[config.mk]
export PLATFORM = sky130hd
export DESIGN_NAME = comma_aligner_flat
export DESIGN_NICKNAME = d
export VERILOG_FILES = /design/src/rtl/comma_aligner_pkg.sv /design/src/rtl/comma_aligner_if.sv /design/src/rtl/comma_window.sv /design/src/rtl/comma_aligner.sv /design/src/flat_wrapper.sv
export SDC_FILE = /design/constraint.sdc
export NUM_CORES = 1
export LEC_CHECK = 0
export ABC_AREA = 1
export CORE_ASPECT_RATIO = 1.75
export CORE_MARGIN = 2
export CORE_UTILIZATION = 55
export DETAILED_ROUTE_END_ITERATION = 6
export GPL_TIMING_DRIVEN = 0
export MAX_ROUTING_LAYER = met4
export PLACE_DENSITY_LB_ADDON = 0.25
export SYNTH_ARGS = -nofsm -noshare
export SYNTH_HDL_FRONTEND = slang
export SYNTH_SLANG_ARGS = --single-unit
[constraint.sdc]
create_clock -name clk -period 4.85 [get_ports clk]
set_input_delay 0.485 -clock clk [delete_from_list [all_inputs] [get_ports clk]]
set_output_delay 0.485 -clock clk [all_outputs]
set_load 0.02 [all_outputs]
[src/rtl/comma_aligner_pkg.sv]
// Shared definitions for the K28.5 comma aligner: FSM encodings and comma patterns.
package comma_aligner_pkg;
  typedef enum logic [1:0] {
    BUSCAR    = 2'd0,
    VERIFICAR = 2'd1,
    BLOQUEADO = 2'd2
  } estado_t;

  localparam logic [9:0] K28_5_NEG = 10'b001111_1010;
  localparam logic [9:0] K28_5_POS = 10'b110000_0101;
endpackage

[src/rtl/comma_aligner_if.sv]
// Serial-in / framed-symbol-out bundle between the line side and the aligner.
interface comma_aligner_if #(
  parameter int SYM_W = 10
);
  logic             enb;
  logic             entrada;
  logic [SYM_W-1:0] simbolo;
  logic             simValid;
  logic             esComma;
  logic             rdPos;
  logic             bloqueado;
  logic [1:0]       estado;

  modport master (
    output enb, entrada,
    input  simbolo, simValid, esComma, rdPos, bloqueado, estado
  );

  modport slave (
    input  enb, entrada,
    output simbolo, simValid, esComma, rdPos, bloqueado, estado
  );
endinterface

[src/rtl/comma_window.sv]
// Serial shift register presenting the SYM_W-bit window ending in the current bit,
// flagged valid only once the register has been completely filled since reset.
module comma_window
  import comma_aligner_pkg::*;
#(
  parameter int SYM_W = 10
) (
  input  logic             clk,
  input  logic             rst,
  input  logic             enb,
  input  logic             entrada,
  output logic [SYM_W-1:0] window,
  output logic             window_valid
);
  localparam int FILL_W = $clog2(SYM_W-1) + 1;

  logic [SYM_W-2:0]  sr_reg;
  logic [FILL_W-1:0] fill_reg;

  assign window       = {sr_reg, entrada};
  assign window_valid = (fill_reg == '0);

  always_ff @(posedge clk or negedge rst) begin
    if (!rst) begin
      sr_reg   <= '0;
      fill_reg <= FILL_W'(SYM_W-1);
    end else if (enb) begin
      sr_reg <= window[SYM_W-2:0];
      if (fill_reg != '0)
        fill_reg <= fill_reg - FILL_W'(1);
    end
  end
endmodule

[src/rtl/comma_aligner.sv]
// K28.5 comma aligner: hunts for a comma in either disparity, verifies LOCK_N aligned
// commas, then emits one framed symbol per boundary until UNLOCK_N misaligned commas.
module comma_aligner
  import comma_aligner_pkg::*;
#(
  parameter int               SYM_W     = 10,
  parameter logic [SYM_W-1:0] COMMA_NEG = K28_5_NEG,
  parameter logic [SYM_W-1:0] COMMA_POS = K28_5_POS,
  parameter int               LOCK_N    = 3,
  parameter int               UNLOCK_N  = 2
) (
  input  logic           clk,
  input  logic           rst,
  comma_aligner_if.slave bus
);
  localparam int FASE_W = $clog2(SYM_W-1) + 1;
  localparam int OK_W   = $clog2(LOCK_N) + 1;
  localparam int ERR_W  = $clog2(UNLOCK_N) + 1;
  localparam logic [FASE_W-1:0] FASE_LAST = FASE_W'(SYM_W-1);

  logic [SYM_W-1:0]  window;
  logic              window_valid;
  estado_t           state_reg, state_next;
  logic [FASE_W-1:0] fase_reg, fase_next;
  logic [OK_W-1:0]   ok_reg, ok_next, ok_inc;
  logic [ERR_W-1:0]  err_reg, err_next, err_inc;
  logic [SYM_W-1:0]  simbolo_reg;
  logic              sim_valid_reg, es_comma_reg, rd_pos_reg;
  logic              match_neg, match_pos, match, boundary, emit;

  comma_window #(.SYM_W(SYM_W)) u_window (
    .clk          (clk),
    .rst          (rst),
    .enb          (bus.enb),
    .entrada      (bus.entrada),
    .window       (window),
    .window_valid (window_valid)
  );

  assign match_neg = window_valid && (window == COMMA_NEG);
  assign match_pos = window_valid && (window == COMMA_POS);
  assign match     = match_neg || match_pos;
  assign boundary  = (fase_reg == FASE_LAST);
  assign ok_inc    = ok_reg + OK_W'(1);
  assign err_inc   = err_reg + ERR_W'(1);
  assign emit      = (state_reg == BLOQUEADO) && boundary;

  always_ff @(posedge clk or negedge rst) begin
    if (!rst) begin
      state_reg <= BUSCAR;
      fase_reg  <= '0;
      ok_reg    <= '0;
      err_reg   <= '0;
    end else if (bus.enb) begin
      state_reg <= state_next;
      fase_reg  <= fase_next;
      ok_reg    <= ok_next;
      err_reg   <= err_next;
    end
  end

  always_comb begin
    state_next = state_reg;
    fase_next  = boundary ? '0 : fase_reg + FASE_W'(1);
    ok_next    = ok_reg;
    err_next   = err_reg;
    unique case (state_reg)
      BUSCAR: begin
        if (match) begin
          fase_next = '0;
          ok_next   = OK_W'(1);
          if (LOCK_N == 1) begin
            state_next = BLOQUEADO;
            err_next   = '0;
          end else begin
            state_next = VERIFICAR;
          end
        end
      end
      VERIFICAR: begin
        // An off-boundary comma restarts verification from its own phase.
        if (match && boundary) begin
          ok_next = ok_inc;
          if (ok_inc == OK_W'(LOCK_N)) begin
            state_next = BLOQUEADO;
            err_next   = '0;
          end
        end else if (match) begin
          fase_next = '0;
          ok_next   = OK_W'(1);
        end
      end
      BLOQUEADO: begin
        // Misaligned commas never move the phase while locked; they only count.
        if (match && boundary) begin
          err_next = '0;
        end else if (match) begin
          if (err_inc == ERR_W'(UNLOCK_N)) begin
            state_next = BUSCAR;
            ok_next    = '0;
            err_next   = '0;
          end else begin
            err_next = err_inc;
          end
        end
      end
      default: state_next = BUSCAR;
    endcase
  end

  always_ff @(posedge clk or negedge rst) begin
    if (!rst) begin
      simbolo_reg   <= '0;
      sim_valid_reg <= 1'b0;
      es_comma_reg  <= 1'b0;
      rd_pos_reg    <= 1'b0;
    end else if (bus.enb) begin
      sim_valid_reg <= emit;
      es_comma_reg  <= match;
      if (emit)
        simbolo_reg <= window;
      if (match)
        rd_pos_reg <= match_pos;
    end else begin
      sim_valid_reg <= 1'b0;
    end
  end

  always_comb begin
    bus.estado    = state_reg;
    bus.bloqueado = (state_reg == BLOQUEADO);
  end

  assign bus.simbolo  = simbolo_reg;
  assign bus.simValid = sim_valid_reg;
  assign bus.esComma  = es_comma_reg;
  assign bus.rdPos    = rd_pos_reg;
endmodule
[src/flat_wrapper.sv]
// flat-port wrapper written by rule: the top's interface ports become plain ports
module comma_aligner_flat import comma_aligner_pkg::*;
#(
  parameter int               SYM_W     = 10,
  parameter logic [SYM_W-1:0] COMMA_NEG = K28_5_NEG,
  parameter logic [SYM_W-1:0] COMMA_POS = K28_5_POS,
  parameter int               LOCK_N    = 3,
  parameter int               UNLOCK_N  = 2
)
  (clk, rst, bus_enb, bus_entrada, bus_simbolo, bus_simValid, bus_esComma, bus_rdPos, bus_bloqueado, bus_estado);
  comma_aligner_if #(.SYM_W(SYM_W)) bus_i ();
  input  logic clk;
  input  logic rst;
  input wire logic [$bits(bus_i.enb)-1:0] bus_enb;
  input wire logic [$bits(bus_i.entrada)-1:0] bus_entrada;
  output wire logic [$bits(bus_i.simbolo)-1:0] bus_simbolo;
  output wire logic [$bits(bus_i.simValid)-1:0] bus_simValid;
  output wire logic [$bits(bus_i.esComma)-1:0] bus_esComma;
  output wire logic [$bits(bus_i.rdPos)-1:0] bus_rdPos;
  output wire logic [$bits(bus_i.bloqueado)-1:0] bus_bloqueado;
  output wire logic [$bits(bus_i.estado)-1:0] bus_estado;
  assign bus_i.enb = bus_enb;
  assign bus_i.entrada = bus_entrada;
  assign bus_simbolo = bus_i.simbolo;
  assign bus_simValid = bus_i.simValid;
  assign bus_esComma = bus_i.esComma;
  assign bus_rdPos = bus_i.rdPos;
  assign bus_bloqueado = bus_i.bloqueado;
  assign bus_estado = bus_i.estado;
  comma_aligner #(.SYM_W(SYM_W), .COMMA_NEG(COMMA_NEG), .COMMA_POS(COMMA_POS), .LOCK_N(LOCK_N), .UNLOCK_N(UNLOCK_N)) u_core (.clk(clk), .rst(rst), .bus(bus_i));
endmodule
======== After elaboration in Yosys (flattened, before gate mapping) ========
Cells that the tools add are included.
Widths: inputs -> output; s select.
storage, ports and cells
  register bits after elaboration ......... 39
  output and inout port bits .............. 16
  logic and storage cells ................. 68
cells by class
  add/subtract/negate cells ............... 4
  equality and inequality tests ........... 14
  multiplexer cells ....................... 24
  reduce and logical (&&, ||, !) cells .... 16
operators by type and width
  cell                  count
  $mux 2                11
  $mux 3                5
  $mux 5                3
  $eq 10x10->1 const B  1
  $eq 10x8->1 const B   1
  $ne 2x1->1 const B    5
  $pmux 5 s2            1
  $reduce_and 5->1      2
  $pmux 3 s3            1
  $reduce_and 7->1      1
  $pmux 2 s3            1
  $reduce_and 2->1      3
  $add 5x1->5 const B   1
  $eq 5x4->1 const B    1
  $logic_not 5->1       1
  $reduce_bool 5->1     1
  $sub 5x1->5 const B   1
  $eq 2x2->1 const B    2
  $logic_and 1x1->1     4
  $pmux 2 s2            1
  $add 3x1->3 const B   1
  $eq 3x2->1 const B    1
  $ne 3x1->1 const B    1
  $reduce_bool 3->1     1
  other kinds (7)       7

======== Depth between registers and ports, before layout ========
Gate-level depths: netlist (run 1).
  depth in word-level cells ............... 6
  gate-level depth with buffers ........... 15
  mapped depth without buffers ............ 15

======== Hierarchy ========
A second synthesis (run 1) with hierarchy kept.
second synthesis, totals
  cells, all modules ...................... 265
  area total of the unflattened synthesis .. 2179.6 um^2
modules (own cells, without submodules)
  module         times used  cells each  area an instance (um^2)  seq. area each (um^2)
  comma_aligner  1           186         1525.2                   625.6
  comma_window   1           79          654.4                    352.8

======== Worst setup path before layout (run 1) ========
OpenSTA, ideal clock, no wires.
  kind .................................... reg-to-reg
  start ................................... register u_core.u_window.fill_reg[0]
  end ..................................... register u_core.state_reg[1], in the netlist u_core.bus.estado[1]
  setup time .............................. 120 ps
  arrival ................................. 1532 ps
  path slack .............................. 3198 ps
  stages on the path, launching flop included .. 15
  buffers on the path ..................... 0
  period minus slack after synthesis ...... 1652 ps
  cells stage by stage .................... dfstp_2 inv_1 ha_1 inv_1 nor2_1 nand2_2 nor2_1 nand2_1 nand3_2 nand2_1 inv_2 nand2_4 clkinv_2 nand3_1 nand2_1
between the ends
  word-level cells in the longest chain between the ends .. 6
  elaborated cells on any way between the ends .. 10
  those cells by class .................... eq/ne (4); reduce/logical (6)
RTL lines
  item                                                              RTL line                                  text
  from (decl)                                                       comma_window.sv:18                        logic [FILL_W-1:0] fill_reg;
  from (signal assigned)                                            comma_window.sv:26                        fill_reg <= FILL_W'(SYM_W-1);
  from (signal assigned)                                            comma_window.sv:30                        fill_reg <= fill_reg - FILL_W'(1);
  $logic_not 5->1 (*)                                               comma_window.sv:21                        assign window_valid = (fill_reg == '0);
  $logic_and 1x1->1, on equally long branches                       comma_aligner.sv:40, comma_aligner.sv:41
  $logic_or 1x1->1 (*)                                              comma_aligner.sv:42                       assign match = match_neg || match_pos;
  $logic_and 1x1->1                                                 comma_aligner.sv:82, comma_aligner.sv:95
  $ne 2x1->1 (no source line) / $ne 2x2->1 (equally long branches)  n/a
  $reduce_and 7->1 (no source line) (*)                             n/a
  to (signal assigned)                                              comma_aligner.sv:55                       state_reg <= state_next;
  to (decl)                                                         comma_aligner.sv:23                       estado_t state_reg, state_next;
Mark *: on every way between the ends. The rest lies on a longest branch, timed or not.
A chain may end at the register's enable or synchronous reset.

======== Worst setup path in the final report (run 1) ========
  start ................................... register u_core.state_reg[0], in the netlist u_core.bus.estado[0]
  end ..................................... output port bus_bloqueado
between the ends
  word-level cells in the longest chain between the ends .. 1
RTL lines
  item        RTL line              text
  $eq 2x2->1  comma_aligner.sv:131  bus.bloqueado = (state_reg == BLOQUEADO);
  to (decl)   flat_wrapper.sv:20    output wire logic [$bits(bus_i.bloqueado)-1:0] bus_bloqueado;
Every way passes these cells.

==> flow_summary.yaml, run 1 <==
clocking:
  clk_pin_slew_ns: 0.07
  cts.path.max_buffers: 2
  postCtsSetupRepairBufs: 0
  ctsResizeCount: 0
  clk-insertion-delay-late_ns: 0.29
  holdBufCountCts: 0
  cts_root_buf: "clkbuf_8"
  cts_tree: "built"
  cts_made_buffers: 5
  cts_sinks: 39
  cts_max_level: 2
final_layout:
  nFillCells: 308
  largest_register_ffs: 10
  final_net_count: 287
  area_growth_pct: 14.7
  diodes: 0
  drive_gt1_frac: 0.140
  stdcell_count: 318
global_route:
  grt_pass1_wl_mm: 7.13
  grt_max_degree: 40
  grt_pass1_vias: 1671
  grt_util_all_layers: 0.224
  antenna_found_initial: 0
  grt-ovfl-total: 0
synthesis:
  ys_seq_area_frac: 0.471
  syn_nets: 262
  synth_ff_type: "dfrtp_1"
  yosysUniqueCellTypes: 30
  synth_top_area_frac: 0.446
  synth_area_leaders: "dfrtp_1, nand2_1, ha_1"
  yosys.area.top_type: "dfrtp_1"
  yosys_register_bits: 39
  yosysWarnings: 0
  synthArstFlopShare: 1.00
  syn_area_um2: 2080
  synth_edf_count: 0
  syn_area_per_cell_um2: 8.38
  syn_inst: 248
detailed_routing:
  wl_mm: 4.02
  drtAntennaViolNets: 0
  firstDrtPassIters: 4
  route.detailed.drc: 0
  dr_total_vias: 1618
  wire_per_inst_um: 12.7
  vias_per_cell: 5.09
  drt_iter0_markers: 20
timing:
  setup_violations: 0
  slew_violations: 0
  max_freq_mhz: 436
  fin_setup_tns_ns: 0
  rsz0062_at_grt: "false"
  post-route-period-util: 0.473
  fin_ws_ns: 2.56
  post-route-min-period_ns: 2.29
  timing.hold.ws_ns: 0.302
  finalClockSkew_ns: 0.00848
  timing.final.hold_violations: 0
  relSlewSlack: 0.440
  worst_pin_slew_ns: 0.840
placement:
  port_buffers: 18
  place_ws_ns: 2.70
  place_inst: 312
  dpl.hpwl_mm: 3.11
  gp_congestion: 0.864
floorplan:
  fp.dieArea_um2: 4310
  core_area_um2: 3630
  start_util: 0.573
  io_pins: 20
  fp-row-count: 29
  die_h_um: 85.3
  die_x_um: 50.5
pwr:
  report.power.total_uw: 1100
  peakVddDrop_v: 0.000321
  power_density_nw_per_um2: 462
  cellLeakagePower_uw: 0.00120
setup_path:
  rrSetupSlack_ns: 3.01
  worstSetupStartpointType: "flip-flop"
  critical_path_class: "reg -> out"
  crit_path_end_kind: "primary output"
  critPathMaxFanout: 5
  worstPathRequired_ns: 4.37
  arrival_ns: 1.81
flow_run:
  drv_cap: 0
status:
  status: "finished, final reports clean"
min_path:
  min_path_type: "in -> async"
[metal layers]
layer,wire (um),vias to the layer above,global-route usage
met4,132,0,0.123
li1,-,811,-
met1,1530,770,0.223
met5,0,-,-
met2,2270,26,0.404
met3,96,11,0.0335
[layout make-up]
type	count	area, um2	share of cell area
Buffer	5	22.5	0.00945
Multi-Input combinational cell	167	937	0.393
Sequential cell	39	978	0.410
Inverter	37	140	0.0588
Timing Repair Buffer	18	175	0.0735
Tap cell	46	57.6	0.0241
Clock buffer	6	72.6	0.0304
[critical path, stage by stage, from the launching register on]
cell and delay, ns:
dfrtp_1 0.42, inv_1 0.10, ha_1 0.33, clkdlybuf4s50_1 0.66
[cell families (layout without fill, tap and decap cells)]
family                     after synthesis  in the layout  synth area share
AOI/OAI and AO/OA                       29             29            0.0728
xor gates and xnor gates                 8              8            0.0337
adders and majority gates               10             10            0.0602
buffers and inverters                   42             66            0.0783
DFF                                     39             39             0.471
and+or+nand+nor                        120            120             0.284
[stage by stage]
step,instance area (um2),utilization
2_1_floorplan,2080,-
3_3_place_gp,2320,0.638
3_5_place_dp,2310,0.637
4_1_cts,2380,0.657
5_1_grt,2380,0.657
6_report,2380,0.657
[placed cells by master, fill, tap and decap left out, types with 3 or more instances in the layout]
cell type        count
buf_2                3
clkbuf_8             5
clkdlybuf4s50_1     17
dfrtp_1             37
ha_1                10
inv_1               32
inv_2                4
nand2_1             59
nand2_2              5
nand2_4              6
nand3_1              9
nand3_2              3
nand4_1              4
nor2_1              25
nor2_2               4
o21ai_0             19
o21ai_1              5
xor2_1               6
[worst paths after layout]
kind | start | end | cells after the start
worst max register to register | u_core.u_window.fill_reg[0] | u_core.bus.estado[0] | 14
worst max-delay path | u_core.bus.estado[0] | bus_bloqueado | 3
worst min-delay path | rst | u_core.fase_reg[2] | 1
min in group clk | u_core.bus.esComma | u_core.bus.esComma | 2
worst min register to register | u_core.bus.esComma | u_core.bus.esComma | 2
max in group asynchronous | rst | u_core.bus.simbolo[8] | 1
[cells in the mapped netlist, types with 2 or more instances]
library cell and number:
nand3_2 3, ha_1 10, o21ai_1 5, nand2_1 59
a21oi_1 2, nand4_1 4, inv_1 32, buf_2 2
dfstp_2 2, nand3_1 9, nor2_4 2, o21ai_0 19
xnor2_1 2, dfrtp_1 37, nand2_2 5, nor2_2 4
xor2_1 6, nand2_4 6, nor2_1 25, inv_2 4
[power by group]
group          switching, uW  internal, uW
Clock                   99.2          95.7
Sequential              71.3           409
Combinational            255           170
Note: power is estimated with default switching activity, not from simulation.
==> run 2, diff against run 1 <==
- CORE_UTILIZATION: 55 -> 51
- clock period: 4.85 -> 1.9 ns (I/O delays scaled with it)
==> run 2 against run 1 <==
Sequential share of layout area is 1.4 points lower. Die area grew 7.3%. Sequential power rose to 2.6 times the previous value. Final area grew 3.5%. Critical endpoint is now u_core.bus.estado[0].
==> flow_summary.yaml, run 2 (synthesized netlist as in run 1, its figures left out) <==
timing:
  worst_pin_slew_ns: 0.861
  relSlewSlack: 0.426
  timing.final.hold_violations: 0
  rsz0062_at_grt: "false"
  post-route-min-period_ns: 1.80
  post-route-period-util: 0.946
  slew_violations: 0
  max_freq_mhz: 556
  fin_setup_tns_ns: 0
  setup_violations: 0
  finalClockSkew_ns: 0.00545
setup_path:
  arrival_ns: 1.98
  critPathMaxFanout: 7
  cp.buffers_inverters: 2
  crit_start: "u_core.u_window.fill_reg[0]"
  rrSetupSlack_ns: 0.10
  worstSetupStartpointType: "flip-flop"
  critical_path_class: "reg -> reg"
  timing.rr.end: "u_core.bus.estado[0]"
  path_depth: 14
  worstPathRequired_ns: 2.08
  reg2regPathDepth: 14
  timing.critical_path.mode_cell: "nand2_4"
  setup.worst_path.end: "u_core.bus.estado[0]"
  crit_family: "simple AND/OR/NAND/NOR gates"
  crit_path_end_kind: "flip-flop"
  crit_path_max_incr_delay_ns: 0.54
  rr_startpoint: "u_core.u_window.fill_reg[0]"
  worstPathCellList: "inv_2, ha_4, inv_2, nor2_2, nand2_2, nor2_2, nand2_2, nand2_4, nand2_4, nand2_4, nand2_8, nand2_4, o21ai_2, nand2_1"
  crit_slowest_cell: "dfstp_2"
detailed_routing:
  drt_iter0_markers: 31
  drtAntennaViolNets: 0
  wl_mm: 4.05
  wire_per_inst_um: 12.5
  vias_per_cell: 4.98
  firstDrtPassIters: 4
  dr_total_vias: 1617
  route.detailed.drc: 0
floorplan:
  fp.dieArea_um2: 4620
  start_util: 0.532
  fp-row-count: 30
  die_x_um: 52.3
  io_pins: 20
  die_h_um: 88.4
  core_area_um2: 3900
final_layout:
  largest_register_ffs: 10
  finalInstanceArea_um2: 2470
  final_common_cell: "nand2_1"
  final_net_count: 290
  area_growth_pct: 18.7
  drive_gt1_frac: 0.202
  nFillCells: 368
  diodes: 0
  final_cell_mix: "nand2_1, dfrtp_1, inv_1, nor2_1, o21ai_0"
  utilization: 0.632
clocking:
  cts_max_level: 2
  cts_made_buffers: 5
  holdBufCountCts: 0
  cts.path.max_buffers: 2
  clk_pin_slew_ns: 0.07
  clk-insertion-delay-late_ns: 0.29
  cts_tree: "built"
  cts_sinks: 39
  cts_root_buf: "clkbuf_8"
pwr:
  internal_power_uw: 1770
  pwr-share-clk: 0.182
  cellLeakagePower_uw: 0.00122
  peakVddDrop_v: 0.000719
  power_switching_uw: 1160
  pwr-share-comb: 0.397
  report.power.total_uw: 2930
  sw_frac_of_total: 0.396
  power_density_nw_per_um2: 1190
  seqPwrFrac: 0.420
min_path:
  min_path_type: "in -> async"
flow_run:
  drv_cap: 0
global_route:
  antenna_found_initial: 0
  grt_pass1_wl_mm: 7.26
  grt_util_all_layers: 0.217
  grt-ovfl-total: 0
  grt_max_degree: 40
  grt_pass1_vias: 1715
placement:
  port_buffers: 18
  dpl.hpwl_mm: 3.01
  gp_congestion: 0.817
  place_area_um2: 2310
status:
  status: "finished, final reports clean"
==> run 2: changes by cell type in the layout (fill, tap and decap cells not counted), moves of 4 or more <==
cell	delta
nor2_1	-4
nand2_2	+4
nor2_2	+4
nand2_1	-4
==> run 2: layer usage <==
metal / share of wire / GRT usage / vias up / wire length (um)
li1: - / - / 824 / -
met1: 0.40 / 0.218 / 771 / 1600
met2: 0.57 / 0.399 / 16 / 2290
met3: 0.022 / 0.0422 / 6 / 88
met4: 0.017 / 0.0886 / 0 / 70
met5: 0 / - / - / 0
==> run 2: layout make-up <==
cell class,instances,area [um2],area share
inverters,37,141,0.0573
flip-flops and latches,39,978,0.397
plain buffers,5,22.5,0.00913
repair buffers,21,196,0.0797
multi-input cells,167,986,0.400
clock inverters,1,5.00,0.00203
clock buffers,7,76.3,0.0309
well taps,48,60.1,0.0244
==> run 2: worst min path at each step <==
stage / from / endpoint / slack (ns) / depth (start not counted)
detailed placement: rst / u_core.fase_reg[3] / 0.36 / 1
global placement: u_core.u_window.fill_reg[4] / u_core.u_window.fill_reg[4] / 0.46 / 1
global route: rst / u_core.fase_reg[3] / 0.09 / 1
floorplan: rst / u_core.bus.esComma / -0.11 / 0
CTS: rst / u_core.fase_reg[3] / 0.04 / 1
finish: rst / u_core.fase_reg[3] / 0.009 / 1
==> run 2: through the flow <==
stage	setup WS (ns)	hold WS, ns	std cells
6_report	0.103	0.00888	325
5_1_grt	0.000397	0.0857	325
4_1_cts	0.0185	0.0423	323
3_5_place_dp	0.00395	0.360	314
3_3_place_gp	-0.337	0.460	314
2_1_floorplan	0.248	-0.106	248
==> run 2: power groups by stage <==
stage | clock (uW) | sequential (uW) | combinational (uW)
finish | 533 | 1230 | 1160
global route | 580 | 1250 | 1330
CTS | 552 | 1220 | 1100
detailed placement | 0 | 1240 | 1090
global placement | 0 | 1230 | 1060
floorplan | 0 | 1270 | 726
==> run 2: repair_timing <==
item | in CTS | in global routing
gates cloned | 0 | 0
hold endpoints to repair | 0 | 0
buffers inserted | 1 | 2
endpoints found under the setup margin | 2 | 8
pin swaps | 1 | 9
gates resized for setup | 1 | 17
==> run 3, diff against run 2 <==
- HOLD_SLACK_MARGIN: unset -> 0.02
==> results of run 3 <==
Final layout, timing and power as in run 2 (identical DEF).
